**src/rtl/sketch_cursor_ctrl_if.sv**
```systemverilog
// Frame-buffer write port: valid/ready pixel write carrying {y, x} address and colour.
interface sketch_cursor_ctrl_if #(
  parameter int AW = 14,
  parameter int CB = 3
) ();
  logic          wr_en;
  logic [AW-1:0] wr_addr;
  logic [CB-1:0] wr_data;
  logic          wr_ready;

  modport master (output wr_en, output wr_addr, output wr_data, input wr_ready);
  modport slave  (input wr_en, input wr_addr, input wr_data, output wr_ready);
endinterface

```
**src/rtl/sketch_cursor_ctrl.sv**
```systemverilog
// Etch-a-sketch cursor/pen controller: rate-limited cursor steps, pixel draw/erase, full clear.
// Optional macro CURSOR_WRAP_EN: cursor wraps at canvas edges instead of clamping.
module sketch_cursor_ctrl #(
  parameter int XB       = 7,
  parameter int YB       = 7,
  parameter int CB       = 3,
  parameter int MOVE_DIV = 500000
) (
  input  logic                  clk,
  input  logic                  reset,
  input  logic                  btn_up_i,
  input  logic                  btn_down_i,
  input  logic                  btn_left_i,
  input  logic                  btn_right_i,
  input  logic [1:0]            pen_mode_i,
  input  logic [CB-1:0]         sw_i,
  sketch_cursor_ctrl_if.master  wr,
  output logic [XB-1:0]         cur_x_o,
  output logic [YB-1:0]         cur_y_o,
  output logic                  busy_o
);

  localparam int AW    = XB + YB;
  localparam int CNT_W = (MOVE_DIV > 1) ? $clog2(MOVE_DIV) : 1;

  localparam logic [CNT_W-1:0] CNT_LAST = CNT_W'(MOVE_DIV - 1);
  localparam logic [XB-1:0]    X_MAX    = {XB{1'b1}};
  localparam logic [YB-1:0]    Y_MAX    = {YB{1'b1}};
  localparam logic [XB-1:0]    X_MIN    = {XB{1'b0}};
  localparam logic [YB-1:0]    Y_MIN    = {YB{1'b0}};
  localparam logic [XB-1:0]    X_MID    = XB'(1) << (XB - 1);
  localparam logic [YB-1:0]    Y_MID    = YB'(1) << (YB - 1);
  localparam logic [AW-1:0]    A_LAST   = {AW{1'b1}};

  localparam logic [1:0] PEN_DRAW  = 2'b01;
  localparam logic [1:0] PEN_ERASE = 2'b10;
  localparam logic [1:0] PEN_CLEAR = 2'b11;

  typedef enum logic [1:0] {
    S_IDLE     = 2'd0,
    S_WRITE    = 2'd1,
    S_CLEAR    = 2'd2,
    S_CLR_WAIT = 2'd3
  } state_t;

  state_t           state_q;
  logic [CNT_W-1:0] cnt_q;
  logic [XB-1:0]    cur_x_q, cur_x_d;
  logic [YB-1:0]    cur_y_q, cur_y_d;
  logic             wr_en_q;
  logic [AW-1:0]    wr_addr_q;
  logic [CB-1:0]    wr_data_q;
  logic             busy_q;
  logic             step_s;
  logic             xfer_s;

  assign step_s = (cnt_q == CNT_LAST);
  assign xfer_s = wr_en_q & wr.wr_ready;

  // Free-running step divider; never stalls, whatever the FSM is doing.
  always_ff @(posedge clk) begin
    if (reset) begin
      cnt_q <= {CNT_W{1'b0}};
    end else if (step_s) begin
      cnt_q <= {CNT_W{1'b0}};
    end else begin
      cnt_q <= cnt_q + CNT_W'(1);
    end
  end

  // Candidate x; edge test is done before the add so nothing overflows in clamp mode.
  always_comb begin
    cur_x_d = cur_x_q;
    if (btn_right_i && !btn_left_i) begin
`ifdef CURSOR_WRAP_EN
      cur_x_d = cur_x_q + XB'(1);
`else
      if (cur_x_q != X_MAX) cur_x_d = cur_x_q + XB'(1);
      else                  cur_x_d = cur_x_q;
`endif
    end else if (btn_left_i && !btn_right_i) begin
`ifdef CURSOR_WRAP_EN
      cur_x_d = cur_x_q - XB'(1);
`else
      if (cur_x_q != X_MIN) cur_x_d = cur_x_q - XB'(1);
      else                  cur_x_d = cur_x_q;
`endif
    end else begin
      cur_x_d = cur_x_q;
    end
  end

  // Candidate y, same rule as x.
  always_comb begin
    cur_y_d = cur_y_q;
    if (btn_down_i && !btn_up_i) begin
`ifdef CURSOR_WRAP_EN
      cur_y_d = cur_y_q + YB'(1);
`else
      if (cur_y_q != Y_MAX) cur_y_d = cur_y_q + YB'(1);
      else                  cur_y_d = cur_y_q;
`endif
    end else if (btn_up_i && !btn_down_i) begin
`ifdef CURSOR_WRAP_EN
      cur_y_d = cur_y_q - YB'(1);
`else
      if (cur_y_q != Y_MIN) cur_y_d = cur_y_q - YB'(1);
      else                  cur_y_d = cur_y_q;
`endif
    end else begin
      cur_y_d = cur_y_q;
    end
  end

  // Control FSM with registered cursor and write-port outputs.
  always_ff @(posedge clk) begin
    if (reset) begin
      state_q   <= S_IDLE;
      cur_x_q   <= X_MID;
      cur_y_q   <= Y_MID;
      wr_en_q   <= 1'b0;
      wr_addr_q <= {AW{1'b0}};
      wr_data_q <= {CB{1'b0}};
      busy_q    <= 1'b0;
    end else begin
      case (state_q)
        S_IDLE: begin
          if (pen_mode_i == PEN_CLEAR) begin
            state_q   <= S_CLEAR;
            wr_en_q   <= 1'b1;
            wr_addr_q <= {AW{1'b0}};
            wr_data_q <= {CB{1'b0}};
            busy_q    <= 1'b1;
          end else if (step_s) begin
            cur_x_q <= cur_x_d;
            cur_y_q <= cur_y_d;
            // A stationary cursor still paints, so the write ignores whether it moved.
            if ((pen_mode_i == PEN_DRAW) || (pen_mode_i == PEN_ERASE)) begin
              state_q   <= S_WRITE;
              wr_en_q   <= 1'b1;
              wr_addr_q <= {cur_y_d, cur_x_d};
              wr_data_q <= (pen_mode_i == PEN_DRAW) ? sw_i : {CB{1'b0}};
            end
          end
        end
        S_WRITE: begin
          if (xfer_s) begin
            wr_en_q <= 1'b0;
            state_q <= S_IDLE;
          end
        end
        S_CLEAR: begin
          if (xfer_s) begin
            if (wr_addr_q == A_LAST) begin
              wr_en_q <= 1'b0;
              busy_q  <= 1'b0;
              state_q <= S_CLR_WAIT;
            end else begin
              wr_addr_q <= wr_addr_q + AW'(1);
            end
          end
        end
        S_CLR_WAIT: begin
          if (pen_mode_i != PEN_CLEAR) state_q <= S_IDLE;
        end
        default: begin
          state_q <= S_IDLE;
          wr_en_q <= 1'b0;
          busy_q  <= 1'b0;
        end
      endcase
    end
  end

  assign wr.wr_en   = wr_en_q;
  assign wr.wr_addr = wr_addr_q;
  assign wr.wr_data = wr_data_q;
  assign cur_x_o    = cur_x_q;
  assign cur_y_o    = cur_y_q;
  assign busy_o     = busy_q;

endmodule

```
**src/flat_wrapper.sv**
```systemverilog
// flat-port wrapper written by rule: the top's interface ports become plain ports
module sketch_cursor_ctrl_flat 
#(
  parameter int XB       = 7,
  parameter int YB       = 7,
  parameter int CB       = 3,
  parameter int MOVE_DIV = 500000
)
  (clk, reset, btn_up_i, btn_down_i, btn_left_i, btn_right_i, pen_mode_i, sw_i, cur_x_o, cur_y_o, busy_o, wr_wr_en, wr_wr_addr, wr_wr_data, wr_wr_ready);
  sketch_cursor_ctrl_if #(.AW(XB + YB), .CB(CB)) wr_i ();
  input  logic clk;
  input  logic reset;
  input  logic btn_up_i;
  input  logic btn_down_i;
  input  logic btn_left_i;
  input  logic btn_right_i;
  input  logic [1:0] pen_mode_i;
  input  logic [CB-1:0] sw_i;
  output logic [XB-1:0] cur_x_o;
  output logic [YB-1:0] cur_y_o;
  output logic busy_o;
  output wire logic [$bits(wr_i.wr_en)-1:0] wr_wr_en;
  output wire logic [$bits(wr_i.wr_addr)-1:0] wr_wr_addr;
  output wire logic [$bits(wr_i.wr_data)-1:0] wr_wr_data;
  input wire logic [$bits(wr_i.wr_ready)-1:0] wr_wr_ready;
  assign wr_wr_en = wr_i.wr_en;
  assign wr_wr_addr = wr_i.wr_addr;
  assign wr_wr_data = wr_i.wr_data;
  assign wr_i.wr_ready = wr_wr_ready;
  sketch_cursor_ctrl #(.XB(XB), .YB(YB), .CB(CB), .MOVE_DIV(MOVE_DIV)) u_core (.clk(clk), .reset(reset), .btn_up_i(btn_up_i), .btn_down_i(btn_down_i), .btn_left_i(btn_left_i), .btn_right_i(btn_right_i), .pen_mode_i(pen_mode_i), .sw_i(sw_i), .wr(wr_i), .cur_x_o(cur_x_o), .cur_y_o(cur_y_o), .busy_o(busy_o));
endmodule
```
**config.mk**
```make
export PLATFORM = sky130hd
export DESIGN_NAME = sketch_cursor_ctrl_flat
export DESIGN_NICKNAME = d
export VERILOG_FILES = /design/src/rtl/sketch_cursor_ctrl_if.sv /design/src/rtl/sketch_cursor_ctrl.sv /design/src/flat_wrapper.sv
export SDC_FILE = /design/constraint.sdc
export NUM_CORES = 1
export LEC_CHECK = 0
export ABC_AREA = 1
export CORE_ASPECT_RATIO = 1.1
export CORE_UTILIZATION = 40
export CTS_BUF_LIST = sky130_fd_sc_hd__clkbuf_4 sky130_fd_sc_hd__clkbuf_8
export DETAILED_ROUTE_END_ITERATION = 8
export PLACE_DENSITY_LB_ADDON = 0.25
export SYNTH_ARGS = -nofsm -noshare
export SYNTH_HDL_FRONTEND = slang
export SYNTH_SLANG_ARGS = --single-unit
```
**constraint.sdc**
```tcl
create_clock -name clk -period 4.6 [get_ports clk]
set_input_delay 0.92 -clock clk [delete_from_list [all_inputs] [get_ports clk]]
set_output_delay 0.92 -clock clk [all_outputs]
set_load 0.01 [all_outputs]
```
==> impl_metrics.json <==
{
  "status": "complete, no violations",
  "place.gp.congestion": 0.886,
  "netlist_area_um2": 3950,
  "cts_resized": 0,
  "core_um2": 9490,
  "antenna_found_initial": 0,
  "hp-class": "flip-flop to flip-flop",
  "layout_setup_ws_ns": 1.98,
  "synth_ff_type": "dfxtp_1",
  "grt_remaining_overflow": 0,
  "synth-edff-count": 0,
  "postCtsSetupBuffers": 0,
  "timing.final.hold_violations": 0,
  "yosys_warnings": 0,
  "drv_cap": 0,
  "die_h_um": 106,
  "crit_fanout": 12,
  "p_leak_uw": 0.00204,
  "cts_tree": "done",
  "insertion_delay_ns": 0.31,
  "synth.top_cell.area_share_pct": 27.4,
  "drt_iter0_markers": 231,
  "wl_met3_um": 433,
  "crit_required_ns": 4.86,
  "syn_inst": 640,
  "tns_ns": 0,
  "ant_nets": 0,
  "area_delta_synth_final_pct": 15.5,
  "p_per_area_nw_per_um2": 304,
  "clk_pin_slew_worst_paths_ns": 0.10,
  "hold_buffers": 0,
  "route.detailed.drc": 0,
  "dr.pass1.iters": 5,
  "seq_area_frac_synth_pct": 27.4,
  "skew_ns": 0.0113,
  "top_layer": "met4",
  "dp_hpwl_mm": 7.48,
  "synth_largest_area_cell": "dfxtp_1",
  "period_share_pct": 56.9,
  "htree_levels": 2,
  "slew_headroom_pct": 45.6,
  "layout_min_cycle_time_ns": 2.62,
  "cts_buffer_depth": 2,
  "rows": 37,
  "die-area_um2": 10300,
  "cts-root-buf": "clkbuf_8",
  "cts_made_buffers": 5,
  "routedLengthMet1_mm": 4.64,
  "n_antenna_cell": 0,
  "start_util_pct": 41.6,
  "io_buffers": 44,
  "arrival_ns": 2.87,
  "rsz0062_at_grt": "false",
  "critical_path.cell_chain": "clkdlybuf4s50_1, ha_1, nor2_1, inv_1, a21oi_1, nor2_1, nor2_1",
  "synth_cell_types": 42,
  "drive_gt1_share_pct": 7.64,
  "syn_nets": 668,
  "dp_worst_setup_slack_ns": 1.65,
  "wl_mm": 9.71,
  "wl_met2_mm": 4.49,
  "setup_viol": 0,
  "max_freq_mhz": 382,
  "ir_drop_mv": 0.193,
  "cp-start-kind": "primary input",
  "cts_sinks": 54,
  "finalMaxSlewViolations": 0,
  "grt_usage_pct": 19.0,
  "grt_max_degree": 30,
  "ys_seq_elements": 54,
  "vias": 4102,
  "postSynth.asyncResetShare_pct": 0,
  "nNetsFinal": 709,
  "avgViaCountPerCell": 5.14,
  "cp_slowest_stage_delay_ns": 0.65,
  "crit_top_cell": "nor2_1",
  "synth_area_leaders": "dfxtp_1 27%, nand2_1 16%, nor2_1 8.8%",
  "grt_pass1_vias": 3775,
  "ioPinCount": 45,
  "fp.dieW_um": 96.8,
  "setup.worst_path.class": "primary input to flip-flop",
  "grt_pass1_wl_mm": 16.5,
  "cp-end-kind": "flip-flop",
  "critPathSlowestCell": "nor2_1",
  "wl_per_cell_um": 12.2,
  "synth.avg_cell_area_um2": 6.17,
  "worst_pin_slew_ns": 0.813
}
==> worst paths after layout <==
check,start,to,slack (ns),cells after the start
setup / recovery,pen_mode_i[0],u_core.wr.wr_addr[5],1.98,7
hold / removal,u_core.cnt_q[0],u_core.cnt_q[0],0.48,1
setup reg to reg,u_core.state_q[0],u_core.wr.wr_addr[11],2.37,8
hold reg to reg,u_core.cnt_q[0],u_core.cnt_q[0],0.48,1
==> kinds of logic (layout without fill, tap and decap cells) <==
family / Yosys count / count (layout) / share of synthesized area [%]
AND/OR/NAND/NOR: 378 / 378 / 43.6
flip-flops: 54 / 54 / 27.4
adder cells (fa/ha/maj): 16 / 16 / 5.07
XOR/XNOR: 10 / 10 / 2.22
AO/OA/AOI/OAI: 82 / 82 / 11.6
buffers and inverters: 100 / 141 / 10.2
==> report_power, final <==
part           internal (uW)  switching, uW  total (uW)
clock network            111            159         270
logic                    215            326         540
registers                519           57.7         576
==> stage by stage <==
stage | util (%) | instance area, um^2 | hold WS, ns | std cells | total power, uW
2_1_floorplan | - | 3950 | 0.430 | 640 | 962
3_3_place_gp | 47.2 | 4480 | 0.451 | 791 | 1120
3_5_place_dp | 47.2 | 4480 | 0.453 | 791 | 1130
4_1_cts | 48.1 | 4560 | 0.478 | 798 | 1400
5_1_grt | 48.1 | 4560 | 0.512 | 798 | 1500
6_report | 48.1 | 4560 | 0.480 | 798 | 1390
==> sequential cells by signal, summed over array words and instances (netlist names) <==
name and cells:
u_core.wr.wr_addr 14, u_core.state_q 2, u_core.wr.wr_en 1, u_core.cur_y_o 7, u_core.wr.wr_data 3, u_core.cnt_q 19, u_core.busy_o 1, u_core.cur_x_o 7
==> synth_stat cells, types with 5 or more instances <==
cell type  count
dfxtp_1       54
nand4_1       14
buf_2          6
nand2_2        5
inv_1         77
nor3_1         7
inv_2         10
xor2_1         9
nand2_1      172
ha_1          16
o21ai_1        8
nand3_1       58
nor2_1        93
nor2_2         6
a31oi_1        5
o21ai_0       29
a21oi_1       27
==> final cells by class <==
class / instances / area, um^2
Inverter: 89 / 334
Timing Repair Buffer: 45 / 448
Fill cell: 1015 / 4930
Tap cell: 117 / 146
Multi-Input combinational cell: 486 / 2470
Sequential cell: 54 / 1080
Clock buffer: 6 / 76.3
Clock inverter: 1 / 7.51
==> cells in the final DEF (no fill, tap or decap), types with 2 or more instances in the layout <==
cell type	count
a21oi_1	27
a31oi_1	5
clkbuf_8	5
clkdlybuf4s50_1	44
clkinv_1	2
dfxtp_1	54
ha_1	16
inv_1	77
inv_2	10
nand2_1	172
nand2_2	5
nand3_1	58
nand3_2	4
nand3b_1	2
nand4_1	14
nor2_1	93
nor2_2	6
nor2_4	2
nor3_1	7
nor3_2	3
o211ai_1	3
o21ai_0	29
o21ai_1	8
o21ai_2	2
o21bai_1	2
o31ai_1	3
or2_2	4
xor2_1	9
==> critical path: cells and delay by family <==
kind | cells | cell delay (ns)
fa+ha+maj | 1 | 0.31
buf+inv | 2 | 0.63
compound gates | 1 | 0.21
simple gates | 3 | 0.81
==> routing by layer <==
layer	global-route usage (%)	up-vias
li1	-	2137
met1	24.4	1842
met2	33.1	112
met3	2.43	11
met4	5.76	0
met5	0	-
Note: power is estimated with default switching activity, not from simulation.
